### config.mk
export PLATFORM = sky130hd
export DESIGN_NAME = mult_three_tx
export DESIGN_NICKNAME = d
export VERILOG_FILES = /design/src/rtl/mult_three_tx.sv
export SDC_FILE = /design/constraint.sdc
export NUM_CORES = 1
export LEC_CHECK = 0
export CORE_MARGIN = 5
export CORE_UTILIZATION = 45
export DETAILED_ROUTE_END_ITERATION = 16
export GPL_TIMING_DRIVEN = 0
export PLACE_DENSITY = 0.75
export SLEW_MARGIN = 15
export SYNTH_ARGS = -nofsm -noshare
export SYNTH_HDL_FRONTEND = slang
export SYNTH_SLANG_ARGS = --single-unit
### constraint.sdc
create_clock -name clk -period 1.8 [get_ports clk]
set_clock_uncertainty 0.1 [all_clocks]
set_input_delay 0.27 -clock clk [delete_from_list [all_inputs] [get_ports clk]]
set_output_delay 0.27 -clock clk [all_outputs]
set_load 0.02 [all_outputs]
### src/rtl/mult_three_tx.sv
// ---------------------------------------------------------------------------
// mult_three_tx
//
// Serialises a WIDTH-bit word MSB first. Alongside the bits it tracks the
// running residue mod 3 of the transmitted value. That residue gives a
// downstream mod-3 checker a golden divisible-by-3 flag on the final bit.
// A one-cycle ser_clr pulse precedes every frame so the checker starts from
// zero.
//
// Optional feature (macro MULT_THREE_PAD_EN):
//   Two pad bits k[1:0] follow the data bits, where k = (3 - data mod 3) mod 3.
//   The transmitted value 4*data + k is then always a multiple of 3. The
//   frame grows to WIDTH+2 bits, and ser_last/exp_div3 move to the last pad
//   bit. With the macro undefined there is no PAD state, and a frame is
//   exactly WIDTH bits.
//
// Ports:
//   clk       in   rising-edge clock
//   reset     in   asynchronous, active-high reset
//   in_data   in   [WIDTH-1:0] word to transmit
//   in_valid  in   in_data valid (sampled only in IDLE)
//   in_ready  out  high in IDLE: a word can be accepted
//   ser_clr   out  one-cycle clear pulse for the downstream checker
//   ser_out   out  serial data bit, MSB first (0 when not valid)
//   ser_valid out  ser_out carries a frame bit
//   ser_last  out  final bit of the frame
//   exp_div3  out  expected divisibility by 3, qualified by ser_last
//   busy      out  frame in progress
// ---------------------------------------------------------------------------
module mult_three_tx #(
  parameter int WIDTH = 8
) (
  input  logic             clk,
  input  logic             reset,
  input  logic [WIDTH-1:0] in_data,
  input  logic             in_valid,
  output logic             in_ready,
  output logic             ser_clr,
  output logic             ser_out,
  output logic             ser_valid,
  output logic             ser_last,
  output logic             exp_div3,
  output logic             busy
);

  // The bit counter must reach WIDTH+1 when the pad bits are enabled.
  localparam int CW = $clog2(WIDTH + 2);

`ifdef MULT_THREE_PAD_EN
  typedef enum logic [1:0] {IDLE = 2'd0, CLR = 2'd1, SHIFT = 2'd2, PAD = 2'd3} state_t;
`else
  typedef enum logic [1:0] {IDLE = 2'd0, CLR = 2'd1, SHIFT = 2'd2} state_t;
`endif

  state_t         state;
  state_t         nextState;
  logic [WIDTH-1:0] shiftReg;
  logic [1:0]     residue;
  logic [1:0]     residueNext;
  logic [CW-1:0]  bitCnt;
  logic           curBit;
  logic           lastDataBit;
  logic           accept;
`ifdef MULT_THREE_PAD_EN
  logic [1:0]     padBits;
  logic           lastPadBit;
`endif

  // r' = (2r + b) mod 3
  function automatic logic [1:0] mod3Step(input logic [1:0] r, input logic b);
    logic [1:0] res;
    res = 2'd0;
    case (r)
      2'd0:    res = b ? 2'd1 : 2'd0;
      2'd1:    res = b ? 2'd0 : 2'd2;
      2'd2:    res = b ? 2'd2 : 2'd1;
      default: res = 2'd0;
    endcase
    return res;
  endfunction

  assign accept      = in_valid && (state == IDLE);
  assign lastDataBit = (bitCnt == CW'(WIDTH - 1));

`ifdef MULT_THREE_PAD_EN
  assign lastPadBit  = (state == PAD) && (bitCnt == CW'(WIDTH + 1));
  assign curBit      = (state == PAD) ? padBits[1] : shiftReg[WIDTH-1];
`else
  assign curBit      = shiftReg[WIDTH-1];
`endif

  // The residue including the bit on the wire this cycle. It is derived only
  // from registers, so the outputs stay Moore-style.
  assign residueNext = mod3Step(residue, curBit);

  // State register
  always_ff @(posedge clk or posedge reset) begin
    if (reset) begin
      state <= IDLE;
    end else begin
      state <= nextState;
    end
  end

  // Datapath registers. The word is latched on accept and shifted once per
  // data bit. The residue folds in every transmitted bit.
  always_ff @(posedge clk or posedge reset) begin
    if (reset) begin
      shiftReg <= '0;
      residue  <= 2'd0;
      bitCnt   <= '0;
`ifdef MULT_THREE_PAD_EN
      padBits  <= 2'd0;
`endif
    end else begin
      case (state)
        IDLE: begin
          if (accept) begin
            shiftReg <= in_data;
            residue  <= 2'd0;
            bitCnt   <= '0;
          end
        end
        SHIFT: begin
          shiftReg <= shiftReg << 1;
          residue  <= residueNext;
          bitCnt   <= bitCnt + CW'(1);
`ifdef MULT_THREE_PAD_EN
          // After the last data bit, the residue equals data mod 3. The pad
          // is the amount that brings 4*data + k back to 0 mod 3.
          if (lastDataBit) begin
            case (residueNext)
              2'd1:    padBits <= 2'd2;
              2'd2:    padBits <= 2'd1;
              default: padBits <= 2'd0;
            endcase
          end
`endif
        end
`ifdef MULT_THREE_PAD_EN
        PAD: begin
          padBits <= {padBits[0], 1'b0};
          residue <= residueNext;
          bitCnt  <= bitCnt + CW'(1);
        end
`endif
        default: begin
        end
      endcase
    end
  end

  // Next-state logic and output decoding from the registered state
  always_comb begin
    nextState = state;
    in_ready  = 1'b0;
    busy      = 1'b1;
    ser_clr   = 1'b0;
    ser_valid = 1'b0;
    ser_out   = 1'b0;
    ser_last  = 1'b0;
    exp_div3  = 1'b0;
    case (state)
      IDLE: begin
        in_ready = 1'b1;
        busy     = 1'b0;
        if (in_valid) begin
          nextState = CLR;
        end
      end
      CLR: begin
        ser_clr   = 1'b1;
        nextState = SHIFT;
      end
      SHIFT: begin
        ser_valid = 1'b1;
        ser_out   = curBit;
`ifdef MULT_THREE_PAD_EN
        if (lastDataBit) begin
          nextState = PAD;
        end
`else
        ser_last = lastDataBit;
        exp_div3 = lastDataBit && (residueNext == 2'd0);
        if (lastDataBit) begin
          nextState = IDLE;
        end
`endif
      end
`ifdef MULT_THREE_PAD_EN
      PAD: begin
        ser_valid = 1'b1;
        ser_out   = curBit;
        ser_last  = lastPadBit;
        exp_div3  = lastPadBit;
        if (lastPadBit) begin
          nextState = IDLE;
        end
      end
`endif
      default: begin
        nextState = IDLE;
      end
    endcase
  end

endmodule

Yosys cells after proc, flatten, opt, wreduce, memory -nomap -nowiden
Cells that the tools add are included.
- shift-type cells: 0
- reductions and logical operators: 8
- magnitude comparators: 0
- muxes and demuxes: 20
- bitwise logic cells: 0
- add/subtract/negate cells: 1
- multipliers: 0
- divide/modulo/power cells: 0
- equal/unequal tests: 8
- operators by type and width (kind ; count):
    8-bit one-hot mux with 2 select lines ; 1
    2-bit one-hot mux with 3 select lines ; 2
    2-bit two-way mux ; 5
    1-bit two-way mux ; 8
    8-bit two-way mux ; 1
    4-bit one-hot mux with 2 select lines ; 1
    2-bit logical NOT ; 3
    2-bit inequality test, second input constant ; 3
    4-bit by 1-bit adder with 4-bit output, second input constant ; 1
    2-bit by 1-bit == test with 1-bit output, second input constant ; 2
    2-bit == test, second input constant ; 2
    4-bit by 3-bit == test with 1-bit output, second input constant ; 1
    4-bit two-way mux ; 1
    2-bit one-hot mux with 2 select lines ; 1
    2-bit AND reduction ; 2
    1-bit logical AND ; 2
    2-bit nonzero test ; 1
- memory bits (writable): 0
- memories kept: 0
- bits of input ports: 11
- bits in latches: 0
- bits in registers: 16
- output and inout bits: 7
- logic and storage cells: 41
- ROM bits: 0

Depth between registers and ports, before layout
- word-level depth: 5
- gate-level depth with buffers: 5
- gate-level depth less buffers: 5

Least setup slack after synthesis
No wires, ideal clock.
- path kind: register to output
- start: reg state[1]
- end: out exp_div3
- buffers on the path: 0
- arrival: 1.214 ns
- path slack: 0.216 ns
- stages on the path, launching flop included: 5
- required time: 1.430 ns
- path through: dfrtp_1 > nand2_2 > inv_2 > and2_1 > and2_1
- word-level cells in the longest chain between the ends: 2
- ends and longest elaborated chain (element ; line ; source):
    from (decl) ; 55 ; state_t state;
    from (signal assigned) ; 101 ; state <= nextState;
    2-bit == test ; 163 ; case (state)
    1-bit two-way mux ; 163 ;
    to (decl) ; 42 ; output logic exp_div3,
Every way passes these cells.

Worst setup path after layout
- start: reg bitCnt[1]
- end: out exp_div3
- word-level cells in the longest chain between the ends: 3
- ends and longest elaborated chain (element ; line ; source):
    from (decl) ; 60 ; logic [CW-1:0] bitCnt;
    from (signal assigned) ; 127 ; bitCnt <= bitCnt + CW'(1);
    4-bit by 3-bit == test with 1-bit output ; 83 ; assign lastDataBit = (bitCnt == CW'(WIDTH - 1));
    1-bit logical AND ; 184 ; exp_div3 = lastDataBit && (residueNext == 2'd0);
    1-bit two-way mux ; 163 ;
Every way passes these cells.

==> summary.md <==
| Metric | Value |
|---|---|
| DRT antenna net count | 0 |
| Max-cap violations | 0 |
| # rows | 15 |
| Gate Count Post-Synth | 77 |
| CTS tree | yes |
| Die width | about 52 um |
| CTS Buffer Depth | 2 |
| Worst setup margin | -0.0241 ns |
| Yosys cell types | 29 |
| Startpoint types | flip-flop |
| Congestion Overflow GR | 0 |
| Failing checks | setup timing |
| Leakage power | approximately 0.5 nW |
| Clock power share | 0.152 |
| Initial antenna violation count | 0 |
| HP Class | input pin to asynchronous set/reset pin |
| Share of post-route cells with drive strength above 1 | 0.277 |
| WS Path Type | flip-flop to output pin |
| Syn nets | 89 |
| Hold-fix buffers, CTS | 0 |
| # port buffers | 17 |
| Minimum clock period | 1.82 ns |
| Final period utilization | 1.01 |
| Vias in the first global route | 617 |
| Wire per inst | ~13 um |
| Worst skew pair latency | approximately 0.29 ns |
| Final hold slack | around 0.25 ns |
| WL final | about 1600 um |
| Worst endpoint required time | approximately 1.4 ns |
| CP Capture Type | output pin |
| Register area share after synthesis | 0.506 |
| DRC violations left | 0 |
| Worst slew margin | 0.584 |
| # nets final | between 100 and 150 |
| Global-route wire length before repair | roughly 2700 um |
| Vias/cell | 5.26 |
| Reg power frac | 0.394 |
| Switching share of power | 0.390 |
| # IOs | 18 |
| Starting DRT DRC Count | 19 |
| Routability cong. | 0.744 |
| Pint | just under 1 mW |
| Final HPWL DP | around 1100 um |
| Pwr Density | between 1500 and 2000 mW/mm^2 |
| Upper clock frequency limit | about 550 MHz |
| Logic gate share of total power | 0.454 |
| Worst path arrival time | around 1.5 ns |
| Largest net degree at the start of global routing | 17 |
| Tot GR Track Use | 0.139 |
| Setup-failing EPs final | 1 |
| Initial Util | 0.464 |
| ANT cells | 0 |
| Fin. Hold Viols | 0 |
| CP Max Fanout | 3 |
| Pre-Repair DR Iteration Count | 4 |
| Top cells by area, synth | dfrtp_1 (51%), a22oi_1 (5.7%), nand2_1 (4.7%) |
| VDD IR max | slightly below 900 uV |
| Slew @ Worst Pin | 0.623 ns |
| Total number of vias | between 600 and 700 |
| Clock transition at path regs | approximately 0.1 ns |
| Root Driver | clkbuf_4 |
| H-tree depth | 1 |
| Core box area | 0.00171 mm^2 |
| Area growth syn-to-layout | 31.4% |
| Synthesized flop and latch total | 16 |
| CTS buffer count | 3 |
| Cell taking the most area after synthesis | dfrtp_1 |
| Synth warn | 0 |
| Clock Sinks | 16 |
| RSZ-0062 raised after global routing | yes |
| Pre-CTS setup slack | -0.183 ns |
| Die Area | roughly 0.0027 mm^2 |
| Cell Area, Synth | between 700 and 800 um^2 |
| Avg Synthesized Cell Area | between 10 and 15 um^2 |
| Outcome | finished, violations left |
| Top cell type's share of synthesized area | 0.506 |
| Vert. Die Dim | 52.0 um |
| Net switching power figure | around 0.63 mW |
| Slew Viols, Final | 0 |
==> final timing paths <==
check	depth (start not counted)	startpoint	slack, ns	endpoint
max in group asynchronous	2	reset	0.92	state[1]
min in group clk	2	shiftReg[6]	0.39	shiftReg[6]
min reg2reg	2	shiftReg[6]	0.39	shiftReg[6]
max	5	bitCnt[1]	-0.02	exp_div3
min	2	reset	0.25	shiftReg[2]
max reg2reg	4	bitCnt[1]	0.42	bitCnt[2]
==> sequential cells by signal, summed over array words and instances, names as in the netlist <==
signal / cells
bitCnt: 4
residue: 2
shiftReg: 8
state: 2
==> kinds of logic after synthesis <==
kind of cell    count (synthesis)  share of synthesized area
flops                          16                      0.506
xor+xnor                        2                     0.0221
buf+inv                         8                     0.0553
simple gates                   25                      0.163
compound gates                 24                      0.224
fa+ha+maj                       1                     0.0158
mux                             1                     0.0142
==> cell type report <==
| cell class | instances | area [um^2] |
|---|---|---|
| fillers | 151 | 667 |
| well taps | 25 | 31.3 |
| repair buffers | 20 | 170 |
| inverters | 4 | 15.0 |
| multi-input cells | 53 | 355 |
| plain buffers | 4 | 31.3 |
| clock buffers | 4 | 36.3 |
| flip-flops and latches | 16 | 402 |
==> cells in the mapped netlist <==
master,n
a31o_1,1
and2_1,4
o31ai_1,1
and3b_1,3
o21bai_1,1
buf_6,1
xor2_1,1
o21bai_4,1
buf_2,2
nor2_1,3
mux2_2,1
o21ai_1,2
nand2_2,1
buf_4,1
a22o_1,3
a22oi_1,6
xnor2_1,1
ha_1,1
o21ai_0,6
a32o_1,1
inv_1,2
nand2_1,10
nor2b_1,1
or2_2,1
a21oi_1,1
o311ai_1,1
inv_2,2
nand3_1,2
dfrtp_1,16
==> power by group through the flow <==
stage | Clock (mW) | Combinational, mW | Sequential [mW]
after global placement | 0 | 0.712 | 0.634
after detailed placement | 0 | 0.724 | 0.640
final | 0.245 | 0.732 | 0.635
after global routing | 0.266 | 0.809 | 0.661
after CTS | 0.251 | 0.691 | 0.634
after floorplan | 0 | 0.512 | 0.610
==> critical path, stage by stage, from the launching register on <==
cell and delay [ns]:
dfrtp_1 0.42, ha_2 0.18, and3b_1 0.18, and2_4 0.14
and2_4 0.13, buf_6 0.12
==> routing by layer <==
metal  wire length (um)  GRT usage  vias up
li1                   -          -      321
met4                 31     0.0917        0
met1                754      0.172      311
met5                  0          0        -
met2                707      0.218       27
met3                126     0.0287        4
==> per-stage QoR <==
stage	setup TNS (ns)	cells	total power, mW	utilization	instance area (um^2)
3_3_place_gp	-0.299	119	1.35	0.582	993
2_1_floorplan	0	77	1.12	-	792
3_5_place_dp	-0.322	119	1.36	0.582	993
4_1_cts	-0.0966	123	1.58	0.593	1010
5_1_grt	-0.0778	126	1.74	0.610	1040
6_report	-0.0241	126	1.61	0.610	1040
==> timing repair <==
item                                    CTS  global route
resized for setup                        24            11
endpoints found under the setup margin    7             6
setup buffers                             0             3
pin swaps                                 1             2
==> cells in the final DEF, fill, tap and decap left out, types with 2 or more instances in the layout <==
cell and count:
and2_1 2, nand2_1 10, o21ai_0 6, nor2_1 3, buf_4 6, and2_4 2
nand3_1 2, a22o_1 3, dfrtp_1 15, and3b_1 3, clkdlybuf4s50_1 10, buf_2 5
o21ai_1 2, inv_2 3, a22oi_1 6, buf_6 2, clkbuf_4 3
Note: power is estimated with default switching activity, not from simulation.
